`src/rtl/udma_apb_bridge.sv`:
```
// Registered APB-to-peripheral bridge for the uDMA configuration register
// files. It decodes one APB access onto one of N peripheral ports and holds
// the peripheral address, data and direction stable for the whole access.
// It also adds a bounded-wait timeout and a slave error for out-of-range selects.
module udma_apb_bridge #(
   parameter int unsigned APB_ADDR_WIDTH    = 12,
   parameter int unsigned N_PERIPHS         = 8,
   parameter int unsigned PERIPH_ADDR_WIDTH = 5,
   parameter int unsigned TIMEOUT_CYCLES    = 16
) (
   input  logic                              clk_i,
   input  logic                              rst_i,
   input  logic [APB_ADDR_WIDTH-1:0]         PADDR,
   input  logic [31:0]                       PWDATA,
   input  logic                              PWRITE,
   input  logic                              PSEL,
   input  logic                              PENABLE,
   output logic [31:0]                       PRDATA,
   output logic                              PREADY,
   output logic                              PSLVERR,
   output logic [PERIPH_ADDR_WIDTH-1:0]      periph_addr_o,
   output logic [31:0]                       periph_data_o,
   output logic                              periph_rwn_o,
   output logic [N_PERIPHS-1:0]              periph_valid_o,
   input  logic [N_PERIPHS-1:0][31:0]        periph_data_i,
   input  logic [N_PERIPHS-1:0]              periph_ready_i
);

   localparam int unsigned SEL_W = (N_PERIPHS > 1) ? $clog2(N_PERIPHS) : 1;
   localparam int unsigned CNT_W = (TIMEOUT_CYCLES > 1) ? $clog2(TIMEOUT_CYCLES) : 1;

   typedef enum logic [1:0] {
      IDLE,
      ACCESS,
      RESP
   } state_t;

   state_t                         state_q, state_d;
   logic [SEL_W-1:0]               sel_q, sel_d;
   logic [CNT_W-1:0]               cnt_q, cnt_d;
   logic [PERIPH_ADDR_WIDTH-1:0]   addr_q, addr_d;
   logic [31:0]                    data_q, data_d;
   logic                           rwn_q, rwn_d;
   logic [N_PERIPHS-1:0]           valid_q, valid_d;
   logic [31:0]                    prdata_q, prdata_d;
   logic                           pready_q, pready_d;
   logic                           pslverr_q, pslverr_d;

   logic [SEL_W-1:0]               sel_in;
   logic                           sel_in_range;
   logic                           rdy_sel;
   logic [31:0]                    dat_sel;
   logic                           cnt_expired;

   assign sel_in       = PADDR[PERIPH_ADDR_WIDTH+2 +: SEL_W];
   assign sel_in_range = (32'(sel_in) < N_PERIPHS);
   assign cnt_expired  = (TIMEOUT_CYCLES != 0) && (32'(cnt_q) == TIMEOUT_CYCLES - 1);

   // Pick ready/data of the latched peripheral; all other ports are ignored.
   always_comb begin
      rdy_sel = 1'b0;
      dat_sel = '0;
      for (int unsigned i = 0; i < N_PERIPHS; i++) begin
         if (32'(sel_q) == i) begin
            rdy_sel = periph_ready_i[i];
            dat_sel = periph_data_i[i];
         end
      end
   end

   // Next-state and next-output logic; response outputs default to 0 so they
   // only pulse for the single RESP cycle.
   always_comb begin
      state_d   = state_q;
      sel_d     = sel_q;
      cnt_d     = cnt_q;
      addr_d    = addr_q;
      data_d    = data_q;
      rwn_d     = rwn_q;
      valid_d   = valid_q;
      prdata_d  = '0;
      pready_d  = 1'b0;
      pslverr_d = 1'b0;

      unique case (state_q)
         IDLE: begin
            cnt_d = '0;
            if (PSEL && PENABLE) begin
               sel_d  = sel_in;
               addr_d = PADDR[PERIPH_ADDR_WIDTH+1:2];
               data_d = PWDATA;
               rwn_d  = ~PWRITE;
               if (sel_in_range) begin
                  for (int unsigned i = 0; i < N_PERIPHS; i++) begin
                     valid_d[i] = (32'(sel_in) == i);
                  end
                  state_d = ACCESS;
               end else begin
                  pready_d  = 1'b1;
                  pslverr_d = 1'b1;
                  state_d   = RESP;
               end
            end
         end
         ACCESS: begin
            // Ready is checked before the timeout so a coincident ready wins.
            if (rdy_sel) begin
               valid_d   = '0;
               prdata_d  = rwn_q ? dat_sel : '0;
               pready_d  = 1'b1;
               state_d   = RESP;
            end else if (cnt_expired) begin
               valid_d   = '0;
               pready_d  = 1'b1;
               pslverr_d = 1'b1;
               state_d   = RESP;
            end else begin
               cnt_d = cnt_q + CNT_W'(1);
            end
         end
         RESP: begin
            cnt_d   = '0;
            state_d = IDLE;
         end
         default: begin
            state_d = IDLE;
         end
      endcase
   end

   // State and output registers with synchronous reset.
   always_ff @(posedge clk_i) begin
      if (rst_i) begin
         state_q   <= IDLE;
         sel_q     <= '0;
         cnt_q     <= '0;
         addr_q    <= '0;
         data_q    <= '0;
         rwn_q     <= 1'b0;
         valid_q   <= '0;
         prdata_q  <= '0;
         pready_q  <= 1'b0;
         pslverr_q <= 1'b0;
      end else begin
         state_q   <= state_d;
         sel_q     <= sel_d;
         cnt_q     <= cnt_d;
         addr_q    <= addr_d;
         data_q    <= data_d;
         rwn_q     <= rwn_d;
         valid_q   <= valid_d;
         prdata_q  <= prdata_d;
         pready_q  <= pready_d;
         pslverr_q <= pslverr_d;
      end
   end

   assign PRDATA         = prdata_q;
   assign PREADY         = pready_q;
   assign PSLVERR        = pslverr_q;
   assign periph_addr_o  = addr_q;
   assign periph_data_o  = data_q;
   assign periph_rwn_o   = rwn_q;
   assign periph_valid_o = valid_q;

endmodule
```
`config.mk`:
```
export PLATFORM = sky130hd
export DESIGN_NAME = udma_apb_bridge
export DESIGN_NICKNAME = d
export VERILOG_FILES = /design/src/rtl/udma_apb_bridge.sv
export SDC_FILE = /design/constraint.sdc
export NUM_CORES = 1
export LEC_CHECK = 0
export ABC_AREA = 1
export CAP_MARGIN = 30
export CELL_PAD_IN_SITES_DETAIL_PLACEMENT = 1
export CELL_PAD_IN_SITES_GLOBAL_PLACEMENT = 1
export CORE_ASPECT_RATIO = 0.7
export CORE_MARGIN = 10
export CORE_UTILIZATION = 20
export DETAILED_ROUTE_END_ITERATION = 10
export PLACE_DENSITY_LB_ADDON = 0.1
export SETUP_SLACK_MARGIN = 0.3
export SLEW_MARGIN = 20
export SYNTH_ARGS = -nofsm -noshare
export SYNTH_HDL_FRONTEND = slang
export SYNTH_SLANG_ARGS = --single-unit
```
`constraint.sdc`:
```
create_clock -name clk_i -period 1.85 [get_ports clk_i]
set_input_delay 0.2775 -clock clk_i [delete_from_list [all_inputs] [get_ports clk_i]]
set_output_delay 0.2775 -clock clk_i [all_outputs]
set_load 0.005 [all_outputs]
```
==> load_flow_metrics.sql, run 1 <==
INSERT INTO impl_metrics (metric_group, metric, value, unit) VALUES
('critical_path', 'cp-start-kind', 'register', ''),
('sta', 'timing.final.hold_violations', '0', ''),
('logic_synthesis', 'synthDominantCellAreaShare', '38.01', '%'),
('critical_path', 'critical_path_class', 'register to register', ''),
('place', 'dpl.cell_count', '1397', ''),
('sta', 'layout_worst_path_cycle_share', '87.83', '%'),
('final_layout', 'final_layout_size_suffix_gt1_share', '11.61', '%'),
('drt', 'final_antenna_net_count', '0', ''),
('drt', 'drtIter0Drc', '192', ''),
('clock_network', 'clk_transition_reported_paths', '0.07', 'ns'),
('clock_network', 'cts_hold_repair.buffers', '0', ''),
('place', 'gp_congestion', '0.8207', ''),
('global_route', 'grt_pass1_vias', '6594', ''),
('place', 'io_buffers', '388', ''),
('sta', 'totalNegativeSetupSlack', '0', 'ns'),
('clock_network', 'clk-insertion-delay-late', '0.36', 'ns'),
('pwr', 'sw_frac_of_total', '28.87', '%'),
('sta', 'finalSetupViolations', '0', ''),
('final_layout', 'fillerInstances', '2788', ''),
('pwr', 'cellLeakagePower', '3.960', 'nW'),
('clock_network', 'clock-root-buffer', 'clkbuf_16', ''),
('logic_synthesis', 'synth_cells', '712', ''),
('clock_network', 'cts_buffers', '9', ''),
('sta', 'fmax', '615.4', 'MHz'),
('floorplanning', 'fp.dieH', '148.1', 'µm'),
('logic_synthesis', 'yosysUniqueCellTypes', '28', ''),
('flow_run', 'drv.max_cap_violation_count', '0', ''),
('pwr', 'power.density_cell_area', '580.4', 'nW/µm²'),
('critical_path', 'worst-path-max-fanout', '4', ''),
('final_layout', 'postLayoutCoreUtil', '43.90', '%'),
('logic_synthesis', 'ys.flop_type', 'dfxtp_1', ''),
('floorplanning', 'die_w', '203.0', 'µm'),
('global_route', 'grt_max_degree', '33', ''),
('global_route', 'number_of_antenna_violations_at_the_first_check_in_global_routing', '10', ''),
('sta', 'rsz0062_at_grt', 'yes', ''),
('drt', 'detail_route.wirelength', '31270', 'µm'),
('min_path', 'hold_path_class', 'register to register', ''),
('critical_path', 'timing.critical_path.to_type', 'register', ''),
('logic_synthesis', 'synth.ff_latch_count', '89', ''),
('floorplanning', 'die-area', '30060', 'µm²'),
('global_route', 'grt_overflow_total', '0', ''),
('logic_synthesis', 'postSynth.asyncResetShare', '0', '%'),
('final_layout', 'syn2layout_area_growth', '114.0', '%'),
('outcome', 'outcome', 'completed', ''),
('logic_synthesis', 'synth.most_common_cell', 'nand2_1', ''),
('place', 'dpl.hpwl', '24580', 'µm'),
('logic_synthesis', 'synth_edf_count', '0', ''),
('logic_synthesis', 'yosys_warnings', '0', ''),
('clock_network', 'cts_tree', 'built', ''),
('final_layout', 'fin_cells', '1428', ''),
('sta', 'slew_viol_final', '0', ''),
('sta', 'fin_worst_skew', '0.009832', 'ns'),
('logic_synthesis', 'synth_area_leader_cell', 'dfxtp_1', ''),
('drt', 'route.vias.total', '6494', ''),
('clock_network', 'clockBufferDepth', '2', ''),
('logic_synthesis', 'yosys-top-cells-count', 'nand2_1 (175), nor2_1 (115), dfxtp_1 (89)', ''),
('pwr', 'internal_power', '0.004141', 'W'),
('critical_path', 'r2r_setup_slk', '0.23', 'ns'),
('pwr', 'vdd.ir_drop.worst', '0.4503', 'mV'),
('drt', 'via_per_inst', '4.548', ''),
('pwr', 'switching_power', '0.001680', 'W'),
('clock_network', 'cts_num_sinks', '89', ''),
('floorplanning', 'core.rowCount', '46', ''),
('critical_path', 'worst-endpoint-arrival', '1.91', 'ns'),
('logic_synthesis', 'synth_top_cells_by_area', 'dfxtp_1 (38%), nand2_1 (14%), nor2_1 (9.2%), a21oi_1 (4.8%), nand3_1 (4.8%)', ''),
('drt', 'detail_route.first_pass.iterations', '4', ''),
('floorplanning', 'start_util', '20.51', '%'),
('sta', 'final_period_minus_worst_setup_slack', '1.625', 'ns'),
('logic_synthesis', 'synth_nets', '1026', ''),
('global_route', 'grt_first_pass_wirelength', '44660', 'µm'),
('drt', 'final_routed_wire_length_divided_by_cell_count', '21.90', 'µm');
-- worst max-delay path: stages (launching register included) --
cell and delay (ns):
dfxtp_4 0.38, buf_6 0.13, nand4_1 0.10, buf_4 0.12
nand4_1 0.11, nor2_2 0.14, nand4_4 0.12, buf_6 0.16
nor2_4 0.09, nand3_1 0.07, a21oi_1 0.12
-- cell families after synthesis --
| group | synth area share (%) |
|---|---|
| AOI/OAI and AO/OA | 20.07 |
| adders and majority gates | 0.2669 |
| and+or+nand+nor | 32.49 |
| DFF | 38.01 |
| buffers and inverters | 8.783 |
| xor gates and xnor gates | 0.3738 |
-- registers in the layout, indices dropped and copies added, names as in the netlist --
signal          cells
periph_valid_o      8
state_q             2
periph_addr_o       5
periph_rwn_o        1
PRDATA             32
cnt_q               4
PSLVERR             1
periph_data_o      32
PREADY              1
sel_q               3
-- per-layer routing --
| metal | track usage [%] | vias to the layer above | wire length, µm |
|---|---|---|---|
| li1 | - | 3195 | - |
| met1 | 22.19 | 3034 | 12880 |
| met2 | 34.42 | 230 | 15430 |
| met3 | 7.769 | 27 | 2565 |
| met4 | 4.835 | 8 | 345 |
| met5 | 0 | - | 49 |
-- final cells by class --
cell class	count	area, µm²	share of cell area, %
repair buffers	429	4449	44.36
multi-input cells	518	2854	28.45
flip-flops and latches	89	1790	17.85
well taps	312	390.4	3.892
clock buffers	12	266.5	2.657
inverters	60	245.2	2.445
clock inverters	3	22.52	0.2245
diodes	5	12.51	0.1247
-- worst paths after layout --
path / from / endpoint / cells past startpoint
worst max register to register: sel_q[1] / cnt_q[2] / 10
worst min-delay path: periph_data_o[20] / periph_data_o[20] / 2
worst min register to register: periph_data_o[20] / periph_data_o[20] / 2
worst max-delay path: sel_q[1] / cnt_q[2] / 10
-- power groups by stage --
stage	clock network [W]	logic (W)	registers [W]
finish	0.00187	0.00188	0.00207
global placement	0	0.00169	0.00210
detailed placement	0	0.00171	0.00211
floorplan	0	0.000574	0.00211
CTS	0.00198	0.00179	0.00207
global route	0.00203	0.00205	0.00208
-- layout by cell type (no fill, tap or decap), types with 2 or more instances in the layout --
cell	instances
clkdlybuf4s50_1	375
nand2_1	168
nor2_1	107
dfxtp_1	86
inv_1	52
o21ai_0	41
nand3_1	39
a21oi_1	36
buf_4	20
nand4_1	19
a41oi_1	16
o2111ai_1	14
buf_12	14
o21ai_1	12
clkbuf_16	10
dlymetal6s2s_1	10
a21oi_2	9
nand2_2	7
nor2_2	7
a41oi_2	6
diode_2	5
nand3_2	5
a221oi_2	5
buf_6	5
inv_2	4
o2111ai_2	4
a221oi_4	4
inv_6	3
nor3_4	3
clkbuf_8	3
dlygate4sd2_1	3
nor2_4	2
nand3_4	2
xor2_1	2
o21ai_2	2
dfxtp_4	2
-- repair_timing --
item | CTS | global route
endpoints found under the setup margin | 50 | 59
resized for setup | 35 | 66
pin swaps | 16 | 19
buffers inserted | 3 | 5
gates cloned | 2 | 1
-- through the flow --
stage	total power [W]	worst slack (ns)	area (µm²)	hold slack [ns]
floorplan	0.002685	0.3025	4703	0.3466
global route	0.006161	0.07083	10030	0.4794
CTS	0.005832	0.2348	9656	0.4699
detailed placement	0.003814	-0.02414	9178	0.4699
global placement	0.003791	0.0002379	9178	0.4608
finish	0.005822	0.2251	10030	0.4799
Power figures use the tool's default switching activity.
==> run 2, diff against run 1 <==
- ABC_AREA: 1 -> not set
- CORE_UTILIZATION: 20 -> 23
==> load_flow_metrics.sql, run 2 <==
INSERT INTO impl_metrics (metric_group, metric, value, unit) VALUES
('place', 'gp_congestion', '0.7683', ''),
('place', 'dpl.cell_count', '1301', ''),
('final_layout', 'leading_cell_type_in_the_layout_fill_and_taps_excluded', 'clkdlybuf4s50_1', ''),
('sta', 'timing.final.hold_violations', '0', ''),
('flow_run', 'drv.max_cap_violation_count', '0', ''),
('final_layout', 'regArea', '1792', 'µm²'),
('sta', 'timing.max_slew.rel_slack', '69.60', '%'),
('logic_synthesis', 'synth_top_family_by_area', 'compound AO/OA/AOI/OAI gates', ''),
('logic_synthesis', 'synthDominantCellAreaShare', '34.43', '%'),
('place', 'io_buffers', '388', ''),
('logic_synthesis', 'synth_area_leader_cell', 'dfxtp_1', ''),
('clock_network', 'clk-insertion-delay-late', '0.35', 'ns'),
('global_route', 'grt_util_all_layers', '19.06', '%'),
('logic_synthesis', 'yosys_warnings', '0', ''),
('logic_synthesis', 'synth_nets', '961', ''),
('clock_network', 'cts-htree-levels', '3', ''),
('sta', 'slew_viol_final', '0', ''),
('final_layout', 'finished_layout_cell_area', '10150', 'µm²'),
('global_route', 'grt_overflow_total', '0', ''),
('final_layout', 'final_nets', '1353', ''),
('logic_synthesis', 'yosysUniqueCellTypes', '40', ''),
('logic_synthesis', 'synth_edf_count', '0', ''),
('logic_synthesis', 'synth.ff_latch_count', '89', ''),
('pwr', 'power.density_cell_area', '526.3', 'nW/µm²'),
('floorplanning', 'floorplan.io_pins', '393', ''),
('floorplanning', 'die_w', '199.3', 'µm'),
('sta', 'layout_worst_path_cycle_share', '95.67', '%'),
('drt', 'final_antenna_net_count', '0', ''),
('final_layout', 'fillerInstances', '2553', ''),
('clock_network', 'clockBufferDepth', '2', ''),
('drt', 'detail_route.first_pass.iterations', '4', ''),
('critical_path', 'cp.buffers_inverters', '1', ''),
('min_path', 'hold_path_class', 'input pin to register', ''),
('drt', 'final_routed_wire_length_divided_by_cell_count', '22.09', 'µm'),
('clock_network', 'cts_num_sinks', '89', ''),
('logic_synthesis', 'yosys-top-cells-count', 'nand2_1 (117), dfxtp_1 (89), a21oi_1 (79)', ''),
('drt', 'drtIter0Drc', '195', ''),
('logic_synthesis', 'synth-xor-area-share', '0', '%'),
('critical_path', 'crit_chain', 'and2b_2, a32oi_2, a32o_2, a311oi_4, buf_6, o32ai_2', ''),
('clock_network', 'cts_tree', 'built', ''),
('logic_synthesis', 'proportion_of_synthesized_area_in_mux_cells', '19.08', '%'),
('global_route', 'grt_max_degree', '40', ''),
('logic_synthesis', 'avgSynthCellArea', '7.998', 'µm²'),
('logic_synthesis', 'synthSimpleGateAreaFrac', '16.97', '%'),
('clock_network', 'clk_transition_reported_paths', '0.07', 'ns'),
('final_layout', 'fin_cells', '1327', ''),
('logic_synthesis', 'synth_compound_area_share', '24.20', '%'),
('logic_synthesis', 'seq_area_frac_synth', '34.43', '%'),
('critical_path', 'critical-path-slowest-cell', 'dfxtp_4', ''),
('drt', 'drc', '0', ''),
('critical_path', 'critical_path_class', 'register to register', ''),
('global_route', 'grt_first_pass_wirelength', '42400', 'µm'),
('pwr', 'cellLeakagePower', '3.731', 'nW'),
('pwr', 'report.power.total', '0.005342', 'W'),
('sta', 'rsz0062_at_grt', 'yes', ''),
('sta', 'fin_worst_skew', '0.006501', 'ns'),
('logic_synthesis', 'ys.flop_type', 'dfxtp_1', ''),
('critical_path', 'timing.critical_path.to_type', 'register', ''),
('final_layout', 'combined_area_of_the_multi_input_logic_cells', '3322', 'µm²'),
('sta', 'final_period_minus_worst_setup_slack', '1.770', 'ns'),
('sta', 'finalSetupViolations', '0', ''),
('floorplanning', 'die-area', '29000', 'µm²'),
('logic_synthesis', 'yosys.area_share.adder', '0.2418', '%'),
('critical_path', 'worst-path-max-fanout', '8', ''),
('drt', 'via_per_inst', '4.723', ''),
('floorplanning', 'start_util', '23.63', '%'),
('critical_path', 'cp-start-kind', 'register', ''),
('pwr', 'vdd.ir_drop.worst', '0.3618', 'mV'),
('logic_synthesis', 'synth.most_common_cell', 'nand2_1', ''),
('drt', 'detail_route.wirelength', '29310', 'µm'),
('critical_path', 'crit_required', '2.07', 'ns'),
('final_layout', 'final_layout_size_suffix_gt1_share', '13.70', '%'),
('clock_network', 'cts_buffers', '9', ''),
('logic_synthesis', 'postSynth.asyncResetShare', '0', '%'),
('outcome', 'outcome', 'completed', ''),
('global_route', 'number_of_antenna_violations_at_the_first_check_in_global_routing', '1', ''),
('logic_synthesis', 'synth_top_cells_by_area', 'dfxtp_1 (34%), mux2i_1 (11%), nand2_1 (8.5%), a21oi_1 (7.6%), mux2_2 (6.3%)', ''),
('floorplanning', 'placeableCoreArea', '21900', 'µm²'),
('final_layout', 'syn2layout_area_growth', '96.13', '%'),
('global_route', 'grt_pass1_vias', '6590', ''),
('clock_network', 'clock-root-buffer', 'clkbuf_16', ''),
('place', 'dpl.hpwl', '23770', 'µm'),
('floorplanning', 'core.rowCount', '45', ''),
('critical_path', 'worst_path_dominant_cell_family', 'compound AO/OA/AOI/OAI gates', ''),
('place', 'placed_cell_area', '9577', 'µm²'),
('logic_synthesis', 'synth_cells', '647', ''),
('floorplanning', 'fp.dieH', '145.5', 'µm'),
('drt', 'route.vias.total', '6268', ''),
('sta', 'fmax', '565.0', 'MHz'),
('final_layout', 'commonest_cells_after_routing_fill_and_taps_aside', 'clkdlybuf4s50_1 (375), nand2_1 (117), dfxtp_1 (85)', ''),
('sta', 'max_slew.worst_pin.slew', '0.4560', 'ns'),
('critical_path', 'worst-endpoint-arrival', '1.99', 'ns'),
('logic_synthesis', 'synthesis.area', '5175', 'µm²'),
('critical_path', 'worst_path_max_stage_delay', '0.40', 'ns'),
('clock_network', 'cts_hold_repair.buffers', '0', ''),
('sta', 'totalNegativeSetupSlack', '0', 'ns');
-- run 2: changes by cell type after synthesis, moves of 21 or more --
| cell | change |
|---|---|
| nand2_1 | -58 |
| mux2i_1 | +57 |
| nor2_1 | -54 |
| inv_1 | -48 |
| nand3_1 | -40 |
| a21oi_1 | +34 |
| mux2_2 | +29 |
| a22oi_1 | +27 |
| a41oi_1 | -22 |
| o21a_1 | +22 |
| o22ai_1 | +21 |
-- run 2: metal layers --
metal  wire [µm]  part of all wire, %  up-vias  GRT usage, %
li1            -                    -     3093             -
met1       11700                   40     2950         21.94
met2       14670                   50      209         33.07
met3        2683                  9.2       16         7.451
met4         251                 0.86        0         2.663
met5           0                    0        -             0
-- run 2: worst register-to-register path, delay by kind of cell, from the launching register on --
family | cells | cell delay [ns]
buf+inv | 1 | 0.19
flops | 1 | 0.40
simple gates | 1 | 0.22
compound gates | 4 | 0.84
-- run 2: where the power goes --
part	switching, W	internal, W	leakage (nW)
logic	0.000566	0.000981	2.88
clock network	0.000864	0.000927	0.123
registers	0.0000351	0.00197	0.724
-- run 2: worst paths after layout --
| path | slack [ns] | from | to | cells past startpoint |
|---|---|---|---|---|
| worst max-delay path | 0.08 | sel_q[0] | periph_valid_o[3] | 6 |
| worst min-delay path | 0.34 | rst_i | sel_q[0] | 3 |
| worst max register to register | 0.08 | sel_q[0] | periph_valid_o[3] | 6 |
| worst min register to register | 0.46 | periph_data_o[6] | periph_data_o[6] | 2 |
-- run 2: timing repair --
action                     CTS  global route
hold endpoints to repair     0             0
cloned                       0             2
pin swaps                   12             8
buffers inserted             4             3
setup endpoints to repair   51            78
resized for setup           24            31
-- run 2: kinds of logic after synthesis --
| kind of cell | count (synthesis) |
|---|---|
| flops | 89 |
| buf+inv | 59 |
| compound gates | 198 |
| fa+ha+maj | 1 |
| simple gates | 210 |
| mux | 90 |
-- run 2: area by class of cell --
type | instances | share of cell area, %
well taps | 282 | 3.476
inverters | 4 | 0.1479
clock buffers | 10 | 2.256
flip-flops and latches | 89 | 17.65
clock inverters | 6 | 0.4931
repair buffers | 436 | 43.22
multi-input cells | 499 | 32.73
diodes | 1 | 0.02465
-- run 2: per-stage QoR --
stage / hold slack, ns / worst slack (ns) / util (%)
6_report: 0.3375 / 0.08017 / 46.34
5_1_grt: 0.3524 / 0.02211 / 46.33
4_1_cts: 0.3338 / 0.1015 / 45.50
3_5_place_dp: 0.4466 / -0.1842 / 43.72
3_3_place_gp: 0.4414 / -0.1375 / 43.72
2_1_floorplan: 0.3731 / 0.1894 / -
